$ cat src/rtl/idma_transport_arb_pkg.sv
// Shared helpers for the transport arbiter: ID width derivation and the
// wrapping round-robin search used by the read arbiter.
package idma_transport_arb_pkg;

  function automatic int idx_width(input int n);
    return (n > 1) ? $clog2(n) : 1;
  endfunction

  // First set bit of req[n-1:0] at or above ptr, wrapping; -1 when none.
  // Scanned from the far end so the closest candidate is written last.
  function automatic int rr_search(input logic [31:0] req, input int ptr, input int n);
    int res;
    int idx;
    res = -1;
    for (int i = 31; i >= 0; i--) begin
      if (i < n) begin
        idx = ptr + i;
        if (idx >= n) idx = idx - n;
        if (req[idx[4:0]]) res = idx;
      end
    end
    return res;
  endfunction

endpackage

$ cat src/rtl/idma_arb_id_fifo.sv
// Small channel-ID FIFO; pointers wrap modulo Depth, fill level kept
// in a separate counter so non-power-of-two depths work.
module idma_arb_id_fifo #(
  parameter int Depth   = 4,
  parameter int IdWidth = 1
) (
  input  logic               clk_i,
  input  logic               rst_i,
  input  logic               push_i,
  input  logic [IdWidth-1:0] data_i,
  input  logic               pop_i,
  output logic               full_o,
  output logic               empty_o,
  output logic [IdWidth-1:0] head_o
);
  localparam int PtrWidth = (Depth > 1) ? $clog2(Depth) : 1;
  localparam int CntWidth = $clog2(Depth) + 1;

  logic [IdWidth-1:0]  mem_q [Depth];
  logic [IdWidth-1:0]  mem_d [Depth];
  logic [PtrWidth-1:0] wr_ptr_q, wr_ptr_d, rd_ptr_q, rd_ptr_d;
  logic [CntWidth-1:0] cnt_q, cnt_d;

  always_comb begin
    mem_d    = mem_q;
    wr_ptr_d = wr_ptr_q;
    rd_ptr_d = rd_ptr_q;
    if (push_i) begin
      mem_d[wr_ptr_q] = data_i;
      wr_ptr_d = (wr_ptr_q == PtrWidth'(Depth - 1)) ? '0 : wr_ptr_q + PtrWidth'(1);
    end
    if (pop_i) begin
      rd_ptr_d = (rd_ptr_q == PtrWidth'(Depth - 1)) ? '0 : rd_ptr_q + PtrWidth'(1);
    end
    cnt_d = cnt_q + CntWidth'(push_i) - CntWidth'(pop_i);
  end

  always_ff @(posedge clk_i or posedge rst_i) begin
    if (rst_i) begin
      for (int i = 0; i < Depth; i++) mem_q[i] <= '0;
      wr_ptr_q <= '0;
      rd_ptr_q <= '0;
      cnt_q    <= '0;
    end else begin
      mem_q    <= mem_d;
      wr_ptr_q <= wr_ptr_d;
      rd_ptr_q <= rd_ptr_d;
      cnt_q    <= cnt_d;
    end
  end

  assign full_o  = (cnt_q == CntWidth'(Depth));
  assign empty_o = (cnt_q == '0);
  assign head_o  = mem_q[rd_ptr_q];

  a_no_push_full: assert property (@(posedge clk_i) disable iff (rst_i) !(push_i && full_o));
  a_no_pop_empty: assert property (@(posedge clk_i) disable iff (rst_i) !(pop_i && empty_o));

endmodule

$ cat src/rtl/idma_transport_arbiter.sv
// Shares one read/write transport between NumChan channels: round-robin on
// reads, writes forced into the same channel order, responses routed back.
module idma_transport_arbiter
  import idma_transport_arb_pkg::*;
#(
  parameter int NumChan    = 2,
  parameter int RReqWidth  = 64,
  parameter int WReqWidth  = 64,
  parameter int RRspWidth  = 8,
  parameter int WRspWidth  = 8,
  parameter int OrderDepth = 4,
  parameter int RspDepth   = 8
) (
  input  logic                         clk_i,
  input  logic                         rst_i,
  input  logic [NumChan*RReqWidth-1:0] chan_r_req_i,
  input  logic [NumChan-1:0]           chan_r_valid_i,
  output logic [NumChan-1:0]           chan_r_ready_o,
  input  logic [NumChan*WReqWidth-1:0] chan_w_req_i,
  input  logic [NumChan-1:0]           chan_w_valid_i,
  output logic [NumChan-1:0]           chan_w_ready_o,
  output logic [RRspWidth-1:0]         chan_r_rsp_o,
  output logic [NumChan-1:0]           chan_r_rsp_valid_o,
  input  logic [NumChan-1:0]           chan_r_rsp_ready_i,
  output logic [WRspWidth-1:0]         chan_w_rsp_o,
  output logic [NumChan-1:0]           chan_w_rsp_valid_o,
  input  logic [NumChan-1:0]           chan_w_rsp_ready_i,
  output logic [RReqWidth-1:0]         r_dp_req_o,
  output logic                         r_dp_valid_o,
  input  logic                         r_dp_ready_i,
  input  logic [RRspWidth-1:0]         r_dp_rsp_i,
  input  logic                         r_dp_rsp_valid_i,
  output logic                         r_dp_rsp_ready_o,
  output logic [WReqWidth-1:0]         w_dp_req_o,
  output logic                         w_dp_valid_o,
  input  logic                         w_dp_ready_i,
  input  logic [WRspWidth-1:0]         w_dp_rsp_i,
  input  logic                         w_dp_rsp_valid_i,
  output logic                         w_dp_rsp_ready_o,
  output logic                         busy_o
);
  localparam int IdWidth = idx_width(NumChan);

  logic [IdWidth-1:0] rr_q, rr_d, gnt_q, gnt_d, gnt;
  logic               lock_q, lock_d;
  logic               gnt_vld, r_valid, r_hs;
  logic               w_avail, w_valid, w_hs, r_rsp_pop, w_rsp_pop;
  logic               ord_full, ord_empty, rrsp_full, rrsp_empty, wrsp_full, wrsp_empty;
  logic [IdWidth-1:0] ord_head, rrsp_head, wrsp_head;
  int                 search;

  // A locked grant is never re-arbitrated; FIFOs cannot fill while locked
  // because only a read handshake pushes them.
  always_comb begin
    search  = rr_search(32'(chan_r_valid_i), int'(rr_q), NumChan);
    gnt     = lock_q ? gnt_q : IdWidth'(search);
    gnt_vld = lock_q ? chan_r_valid_i[gnt_q] : (search >= 0);
    r_valid = !rst_i && !ord_full && !rrsp_full && gnt_vld;
    r_hs    = r_valid && r_dp_ready_i;
    rr_d    = rr_q;
    lock_d  = lock_q;
    gnt_d   = gnt_q;
    if (r_hs) begin
      lock_d = 1'b0;
      rr_d   = (gnt == IdWidth'(NumChan - 1)) ? '0 : gnt + IdWidth'(1);
    end else if (r_valid) begin
      lock_d = 1'b1;
      gnt_d  = gnt;
    end
  end

  always_ff @(posedge clk_i or posedge rst_i) begin
    if (rst_i) begin
      rr_q   <= '0;
      gnt_q  <= '0;
      lock_q <= 1'b0;
    end else begin
      rr_q   <= rr_d;
      gnt_q  <= gnt_d;
      lock_q <= lock_d;
    end
  end

  assign r_dp_valid_o = r_valid;
  assign r_dp_req_o   = r_valid ? chan_r_req_i[gnt*RReqWidth +: RReqWidth] : '0;

  assign w_avail      = !ord_empty && !wrsp_full;
  assign w_valid      = w_avail && chan_w_valid_i[ord_head];
  assign w_hs         = w_valid && w_dp_ready_i;
  assign w_dp_valid_o = w_valid;
  assign w_dp_req_o   = w_valid ? chan_w_req_i[ord_head*WReqWidth +: WReqWidth] : '0;

  assign r_dp_rsp_ready_o = !rrsp_empty && chan_r_rsp_ready_i[rrsp_head];
  assign w_dp_rsp_ready_o = !wrsp_empty && chan_w_rsp_ready_i[wrsp_head];
  assign r_rsp_pop        = r_dp_rsp_valid_i && r_dp_rsp_ready_o;
  assign w_rsp_pop        = w_dp_rsp_valid_i && w_dp_rsp_ready_o;
  assign chan_r_rsp_o     = rrsp_empty ? '0 : r_dp_rsp_i;
  assign chan_w_rsp_o     = wrsp_empty ? '0 : w_dp_rsp_i;

  for (genvar gi = 0; gi < NumChan; gi++) begin : g_chan
    assign chan_r_ready_o[gi]     = r_valid && r_dp_ready_i && (gnt == IdWidth'(gi));
    assign chan_w_ready_o[gi]     = w_avail && w_dp_ready_i && (ord_head == IdWidth'(gi));
    assign chan_r_rsp_valid_o[gi] = !rrsp_empty && r_dp_rsp_valid_i && (rrsp_head == IdWidth'(gi));
    assign chan_w_rsp_valid_o[gi] = !wrsp_empty && w_dp_rsp_valid_i && (wrsp_head == IdWidth'(gi));
  end

  assign busy_o = lock_q || !ord_empty || !rrsp_empty || !wrsp_empty;

  idma_arb_id_fifo #(.Depth(OrderDepth), .IdWidth(IdWidth)) i_order_fifo (
    .clk_i(clk_i), .rst_i(rst_i), .push_i(r_hs), .data_i(gnt), .pop_i(w_hs),
    .full_o(ord_full), .empty_o(ord_empty), .head_o(ord_head)
  );

  idma_arb_id_fifo #(.Depth(RspDepth), .IdWidth(IdWidth)) i_r_rsp_fifo (
    .clk_i(clk_i), .rst_i(rst_i), .push_i(r_hs), .data_i(gnt), .pop_i(r_rsp_pop),
    .full_o(rrsp_full), .empty_o(rrsp_empty), .head_o(rrsp_head)
  );

  idma_arb_id_fifo #(.Depth(RspDepth), .IdWidth(IdWidth)) i_w_rsp_fifo (
    .clk_i(clk_i), .rst_i(rst_i), .push_i(w_hs), .data_i(ord_head), .pop_i(w_rsp_pop),
    .full_o(wrsp_full), .empty_o(wrsp_empty), .head_o(wrsp_head)
  );

  a_r_req_stable: assert property (@(posedge clk_i) disable iff (rst_i)
    (r_dp_valid_o && !r_dp_ready_i) |=> $stable(r_dp_req_o));
  a_r_rsp_expected: assert property (@(posedge clk_i) disable iff (rst_i)
    !(r_dp_rsp_valid_i && rrsp_empty));
  a_w_rsp_expected: assert property (@(posedge clk_i) disable iff (rst_i)
    !(w_dp_rsp_valid_i && wrsp_empty));

endmodule

$ cat config.mk
export PLATFORM = sky130hd
export DESIGN_NAME = idma_transport_arbiter
export DESIGN_NICKNAME = d
export VERILOG_FILES = /design/src/rtl/idma_transport_arb_pkg.sv /design/src/rtl/idma_arb_id_fifo.sv /design/src/rtl/idma_transport_arbiter.sv
export SDC_FILE = /design/constraint.sdc
export NUM_CORES = 1
export LEC_CHECK = 0
export BUFFER_PORTS_ARGS = -buffer_cell sky130_fd_sc_hd__buf_2
export CAP_MARGIN = 40
export CORE_AREA = 2 2 172 174
export DETAILED_ROUTE_END_ITERATION = 16
export DIE_AREA = 0 0 174 176
export RECOVER_POWER = 100
export SETUP_SLACK_MARGIN = 0.2
export SYNTH_ARGS = -nofsm -noshare
export SYNTH_HDL_FRONTEND = slang
export SYNTH_HIERARCHICAL = 1
export SYNTH_SLANG_ARGS = --single-unit
export TNS_END_PERCENT = 30
$ cat constraint.sdc
create_clock -name clk_i -period 6.5 [get_ports clk_i]
set_input_delay 0.65 -clock clk_i [delete_from_list [all_inputs] [get_ports clk_i]]
set_output_delay 0.65 -clock clk_i [all_outputs]
set_load 0.05 [all_outputs]
# Word level (Yosys, flattened, before mapping)
# Cells that the tools add are included.
[op_classes]
add_sub_neg = 16
n_lt_le_gt_ge = 18
eq_ne = 9
n_shift = 2
n_mux = 49
n_bitwise = 11
n_reduce_logical = 40
[ops]
columns = ["op", "count"]
rows = [
  ["128-bit by 8-bit indexed part select with 64-bit output", 2],
  ["32-bit 2-to-1 mux", 4],
  ["64-bit 2-to-1 mux", 2],
  ["32-bit by 1-bit >= comparator with 1-bit output (second input constant)", 1],
  ["1-bit logical AND", 25],
  ["1-bit 2-to-1 mux", 24],
  ["8-bit bitwise mux", 2],
  ["4-bit >= comparator (second input constant)", 4],
  ["8-bit 2-to-1 mux", 2],
  ["3-bit inverter with 4-bit output", 4],
  ["3-bit == test (second input constant)", 5],
  ["3-bit by 1-bit adder with 3-bit output (second input constant)", 4],
  ["5-bit by 6-bit < comparator with 1-bit output (second input constant)", 2],
  ["3-bit 2-to-1 mux", 4],
  ["1-bit binary-select mux with 5-bit select", 2],
  ["4-bit by 1-bit adder with 4-bit output", 2],
  ["4-bit == test (second input constant)", 2],
  ["4-bit zero test", 2],
  ["1-bit by 2-bit < comparator with 1-bit output (second input constant)", 4],
  ["4-bit by 1-bit < comparator with 1-bit output (second input constant)", 2],
  ["4-bit by 1-bit subtractor with 4-bit output", 2],
  ["1-bit zero test", 7],
  ["1-bit binary-select mux with 3-bit select", 2],
  ["1-bit demux with 3-bit select", 2],
  ["other kinds (22)", 33],
]
[word_totals]
ff_bits = 50
out_inout_bits = 157
wordCells = 177

# Logic depth before layout (Yosys ltp)
[logic_depth]
ltp_word = 13
depth_mapped = 13

# Modules after synthesis
# Netlist, hierarchy kept.
[by_module_without_submodules]
columns = ["mod", "n_inst", "cells_each", "area_per_inst_um2", "seq_area_each_um2"]
rows = [
  ["idma_transport_arbiter", 1, 417, 2393.5, 75.1],
  ["idma_arb_id_fifo at i_r_rsp_fifo", 1, 78, 985.9, 450.4],
  ["idma_arb_id_fifo at i_w_rsp_fifo", 1, 76, 978.4, 450.4],
  ["idma_arb_id_fifo at i_order_fifo", 1, 46, 570.5, 275.3],
]

# Worst setup path after synthesis
# No wires, ideal clock.
[synth_path]
path_kind = "reg-to-output"
startpoint = "register i_order_fifo.rd_ptr_q[1]"
endpoint = "output chan_w_ready_o[0]"
t_arrival_ns = 3.001
slack_ns = 2.849
path_stages_with_launch = 6
path_buffers = 3
cell_sequence = "dfrtp_1 mux4_2 clkbuf_1 buf_2 buf_2 nor4_1"
[synth_via]
elab_chain_cells = 6
[synth_lines]
columns = ["item", "line_no", "text"]
rows = [
  ["start, declared", "idma_arb_id_fifo.sv:21", "logic [PtrWidth-1:0] wr_ptr_q, wr_ptr_d, rd_ptr_q, rd_ptr_d;"],
  ["start signal, assigned", "idma_arb_id_fifo.sv:47", "rd_ptr_q <= rd_ptr_d;"],
  ["2-bit inverter with 3-bit output (not written as such)", "idma_arb_id_fifo.sv:54", "assign head_o = mem_q[rd_ptr_q];"],
  ["1-bit binary-select mux with 2-bit select", "idma_arb_id_fifo.sv:54", ""],
  ["1-bit 2-to-1 mux (not written as such) (2 in series)", "idma_arb_id_fifo.sv:54", ""],
  ["via ord_head", "idma_transport_arbiter.sv:49", "logic [IdWidth-1:0] ord_head, rrsp_head, wrsp_head;"],
  ["1-bit inverter", "idma_transport_arbiter.sv:102", "assign chan_w_ready_o[gi] = w_avail && w_dp_ready_i && (ord_head == IdWidth'(gi));"],
  ["1-bit logical AND", "idma_transport_arbiter.sv:102", ""],
  ["end, declared", "idma_transport_arbiter.sv:21", "output logic [NumChan-1:0] chan_w_ready_o,"],
]
# The timed path passes the listed nets, and every way through them passes these cells. The select of a mux whose other input is x is not followed.

# Worst setup path in the final report
[layout_path]
startpoint = "register i_order_fifo.rd_ptr_q[1]"
endpoint = "register i_order_fifo.cnt_q[2]"
[layout_via]
elab_chain_cells = 9
[layout_lines]
columns = ["item", "line_no", "text"]
rows = [
  ["2-bit inverter with 3-bit output (not written as such)", "idma_arb_id_fifo.sv:54", ""],
  ["1-bit binary-select mux with 2-bit select", "idma_arb_id_fifo.sv:54", ""],
  ["1-bit 2-to-1 mux (not written as such) (2 in series)", "idma_arb_id_fifo.sv:54", ""],
  ["via ord_head", "idma_transport_arbiter.sv:49", ""],
  ["1-bit 2-to-1 mux (not written as such) (2 in series)", "idma_transport_arbiter.sv:88", "assign w_valid = w_avail && chan_w_valid_i[ord_head];"],
  ["1-bit logical AND", "idma_transport_arbiter.sv:88", ""],
  ["1-bit logical AND", "idma_transport_arbiter.sv:89", "assign w_hs = w_valid && w_dp_ready_i;"],
  ["via w_hs", "idma_transport_arbiter.sv:47", "logic w_avail, w_valid, w_hs, r_rsp_pop, w_rsp_pop;"],
  ["3-bit by 1-bit subtractor with 3-bit output", "idma_arb_id_fifo.sv:35", "cnt_d = cnt_q + CntWidth'(push_i) - CntWidth'(pop_i);"],
  ["via i_order_fifo.cnt_d[2]", "idma_arb_id_fifo.sv:22", "logic [CntWidth-1:0] cnt_q, cnt_d;"],
  ["end signal, assigned", "idma_arb_id_fifo.sv:48", "cnt_q <= cnt_d;"],
  ["end, declared", "idma_arb_id_fifo.sv:22", ""],
]
# The timed path passes the listed nets, and every way through them passes these cells. The select of a mux whose other input is x is not followed.
# A chain may end at the register's enable or synchronous reset.

==> run_results.csv <==
group,metric,value,unit
synthesis,synth_top_area_share,25.4,%
cells_and_area,syn2layout_area_growth,51.0,%
cells_and_area,fillers,3211,
synthesis,ys_seq_area_share,25.4,%
synthesis,synthArstFlopShare,100,%
grt,grt_max_degree,59,
grt,antenna_found_initial,2,
setup_path,cp.required,6.72,ns
clock_tree,post_cts_resized,0,
cells_and_area,fin_util,26.1,%
timing,setup_violations,0,
cells_and_area,drive_above_1_share,34.4,%
synthesis,ys_seq_elements,50,
pwr,power_frac_comb,79.2,%
timing,grt_setup_unrepaired,"false",
timing,max_freq,242,MHz
pwr,finalPower,4.26,mW
pwr,power_switching_share,63.9,%
clock_tree,cts_setup_buffers,0,
routing,wirelength,20500,um
placement,place_congestion,0.876,
synthesis,postSynthAreaPerCell,7.99,um2
pwr,power_frac_clock,6.9,%
setup_path,r2r_end,"i_order_fifo/cnt_q[2]",
pwr,net-switching-power,2.72,mW
clock_tree,clkSlewWorstSetupHoldPaths,0.07,ns
synthesis,netlist_area,4930,um2
clock_tree,cts_tree,"yes",
setup_path,arrival,4.35,ns
clock_tree,cts_buffers,5,
grt,grt_util_met1,15.5,%
cells_and_area,final-seq-area,1250,um2
timing,post-route-period-util,63.6,%
routing,drcViolationCount,0,
grt,met3_usage,2.24,%
setup_path,crit_type,"reg -> reg",
routing,viasPerCell,4.10,
placement,placed_cell_area,7490,um2
pwr,power_density,572,nW/um2
clock_tree,clock-sinks,50,
pwr,leakage,3.64,nW
routing,drtPass1Iterations,5,
setup_path,critPathCaptureType,"flip-flop",
cells_and_area,fin_area,7440,um2
grt,track_usage,12.4,%
cells_and_area,multi_input_area,3320,um2
synthesis,postSynthCellCount,617,
synthesis,synth_largest_area_cell,"dfrtp_1",
synthesis,ys_warn_count,6,
timing,final.setup_skew,0.0115,ns
clock_tree,cts-htree-levels,2,
die,die_w,174,um
job,max-cap-violations,0,
routing,dr.first_iter.drc_count,251,
clock_tree,clockRootBuffer,"clkbuf_16",
synthesis,synth.distinct_cells,43,
synthesis,synth.area.top_cells,"dfrtp_1 (25%), mux2i_1 (14%), nand2_1 (10%)",
timing,hold_ws,0.332,ns
timing,maxSlewViolCount,0,
worst_hold_path,worstHoldPathType,"in -> async",
routing,num_vias,5800,
setup_path,slowest_stage,"mux4_4",
grt,grt_pass1_wl,30500,um
pwr,ir_drop,313,uV
timing,setup_tns,0,ns
timing,slew_headroom,7.02,%
routing,final_antenna_net_count,0,
clock_tree,cts.hold.buffers_added,0,
setup_path,cp_top_family,"multiplexers",
pwr,p_int,1.53,mW
outcome,outcome,"finished clean",
setup_path,reg2reg_slack,2.37,ns
pwr,seqPwrFrac,13.9,%
synthesis,synth_flop_cell,"dfrtp_1",
grt,top_usage_layer,"met2",
grt,met2_usage,22.3,%
synthesis,synth_edf_count,0,
timing,max_slew.worst_pin.slew,1.39,ns
clock_tree,cts_buffer_depth,2,
grt,gr-total-overflow,0,
die,die_h,176,um
setup_path,cp_max_fo,29,
placement,hpwlAfterDp,17300,um
placement,io_buffers,442,
clock_tree,clk_latency,0.30,ns
setup_path,reg2reg_from,"i_order_fifo/rd_ptr_q[1]",
setup_path,startpoint_type,"flip-flop",
die,start_util,17.3,%
die,rows,62,
setup_path,worstPathCellList,"mux4_4 > mux2i_1 > or3_1 > nor2_1 > clkbuf_1 > ha_1 > inv_1 > ha_1 > fa_1 > xnor2_1 > xnor2_1",
routing,routedWlPerCell,14.5,um
cells_and_area,fin_nets,1345,
die,dieArea,30600,um2
setup_path,crit_buf_inv,2,
setup_path,ff2ff_path_depth,11,
grt,grt_pass1_vias,5552,
synthesis,syn_nets,933,
timing,finalCriticalPeriod,4.13,ns
timing,hold_viol_final,0,
die,core-area,28500,um2
die,io_pins,443,
setup_path,slowest_delay,0.91,ns
-- routing by layer --
layer | wire length (um) | vias up
li1 | - | 2882
met1 | 8600 | 2702
met2 | 10400 | 205
met3 | 1310 | 11
met4 | 175 | 0
met5 | 0 | -
-- how the worst max path moves through the flow --
stage	startpoint	cells past startpoint	endpoint
after detailed placement	i_order_fifo/rd_ptr_q[1]	11	i_order_fifo/cnt_q[2]
after floorplan	i_order_fifo/rd_ptr_q[1]	5	chan_w_ready_o[0]
after global routing	i_order_fifo/rd_ptr_q[1]	11	i_order_fifo/cnt_q[2]
final	i_order_fifo/rd_ptr_q[1]	11	i_order_fifo/cnt_q[2]
after global placement	i_order_fifo/rd_ptr_q[1]	11	i_order_fifo/cnt_q[2]
after CTS	i_order_fifo/rd_ptr_q[1]	6	w_dp_req_o[24]
-- sequential cells by signal, indices dropped and copies added, names as in the netlist --
| name | flops |
|---|---|
| i_r_rsp_fifo/mem_q | 8 |
| i_r_rsp_fifo/wr_ptr_q | 3 |
| i_order_fifo/cnt_q | 3 |
| i_order_fifo/rd_ptr_q | 2 |
| i_w_rsp_fifo/cnt_q | 4 |
| i_r_rsp_fifo/rd_ptr_q | 3 |
| i_order_fifo/mem_q | 4 |
| gnt_q | 1 |
| lock_q | 1 |
| i_order_fifo/wr_ptr_q | 2 |
| i_w_rsp_fifo/mem_q | 8 |
| i_w_rsp_fifo/wr_ptr_q | 3 |
| i_r_rsp_fifo/cnt_q | 4 |
| rr_q | 1 |
| i_w_rsp_fifo/rd_ptr_q | 3 |
-- metrics by stage --
| step | instances | setup slack, ns |
|---|---|---|
| 3_3_place_gp | 1404 | 2.47 |
| 4_1_cts | 1413 | 2.68 |
| 2_1_floorplan | 617 | 2.85 |
| 3_5_place_dp | 1406 | 2.81 |
| 5_1_grt | 1414 | 2.18 |
| 6_report | 1415 | 2.37 |
-- cell usage after synthesis (2+ instances only) --
library cell,number
o21ai_0,2
buf_2,20
a21oi_2,20
xor2_1,3
nor2_1,76
nand2_1,135
dfrtp_1,50
mux2_2,29
nand4b_1,4
nand3_1,2
and2_1,2
nor3b_1,6
buf_6,2
buf_8,2
a21oi_1,47
clkbuf_1,21
nand4_1,5
nand2b_1,5
and3b_1,2
fa_1,3
ha_1,27
or3_1,2
o22ai_1,2
mux4_1,4
mux2_4,2
mux2i_1,71
and3_1,5
nor2b_1,16
inv_1,32
nor3_1,4
xnor2_1,3
a21o_1,2
-- cells by family (layout without fill, tap and decap cells) --
group,after synthesis,count (layout),synth area share (%)
buf+inv,77,489,7.13
flops,50,50,25.4
mux,108,108,24.5
xor+xnor,6,6,1.07
fa+ha+maj,30,30,8.07
compound gates,77,77,9.90
other cells,0,2,0
simple gates,269,269,23.9
-- cells in the final DEF (no fill, tap or decap), drive strengths merged, types with 2 or more instances in the layout --
cell type and n:
mux2 31, mux4 5, clkbuf 162, nand3 2, a21o 2, buf 293
xnor2 3, nand2b 5, nand4 5, ha 27, nor2 77, a21oi 67
mux2i 72, nor2b 16, nand2 135, xor2 3, and2 2, diode 2
and3b 2, nor3b 6, fa 3, o22ai 2, nor3 5, o21ai 3
inv 32, dfrtp 50, nand4b 4, or3 2, and3 5
-- cell type report --
cell class	instances	area share (%)
flip-flops and latches	50	16.8
inverters	32	1.61
repair buffers	450	28.2
clock buffers	5	1.68
clock inverters	2	0.521
diodes	2	0.0673
multi-input cells	490	44.6
well taps	384	6.46
-- power groups by stage --
stage	registers, mW	clock network, mW	logic (mW)
after floorplan	0.539	0	2.76
after global placement	0.589	0	3.42
after detailed placement	0.596	0	3.50
after CTS	0.592	0.304	3.51
after global routing	0.615	0.315	3.63
final	0.590	0.295	3.37
-- worst reg2reg max path, delay by kind of cell (launching register included) --
family                     cells  cell delay [ns]
adders and majority gates      3             0.80
xor gates and xnor gates       2             0.33
muxes                          2             1.12
buffers and inverters          2             0.60
DFF                            1             0.39
and+or+nand+nor                2             0.83
Note: power is estimated with default switching activity, not from simulation.
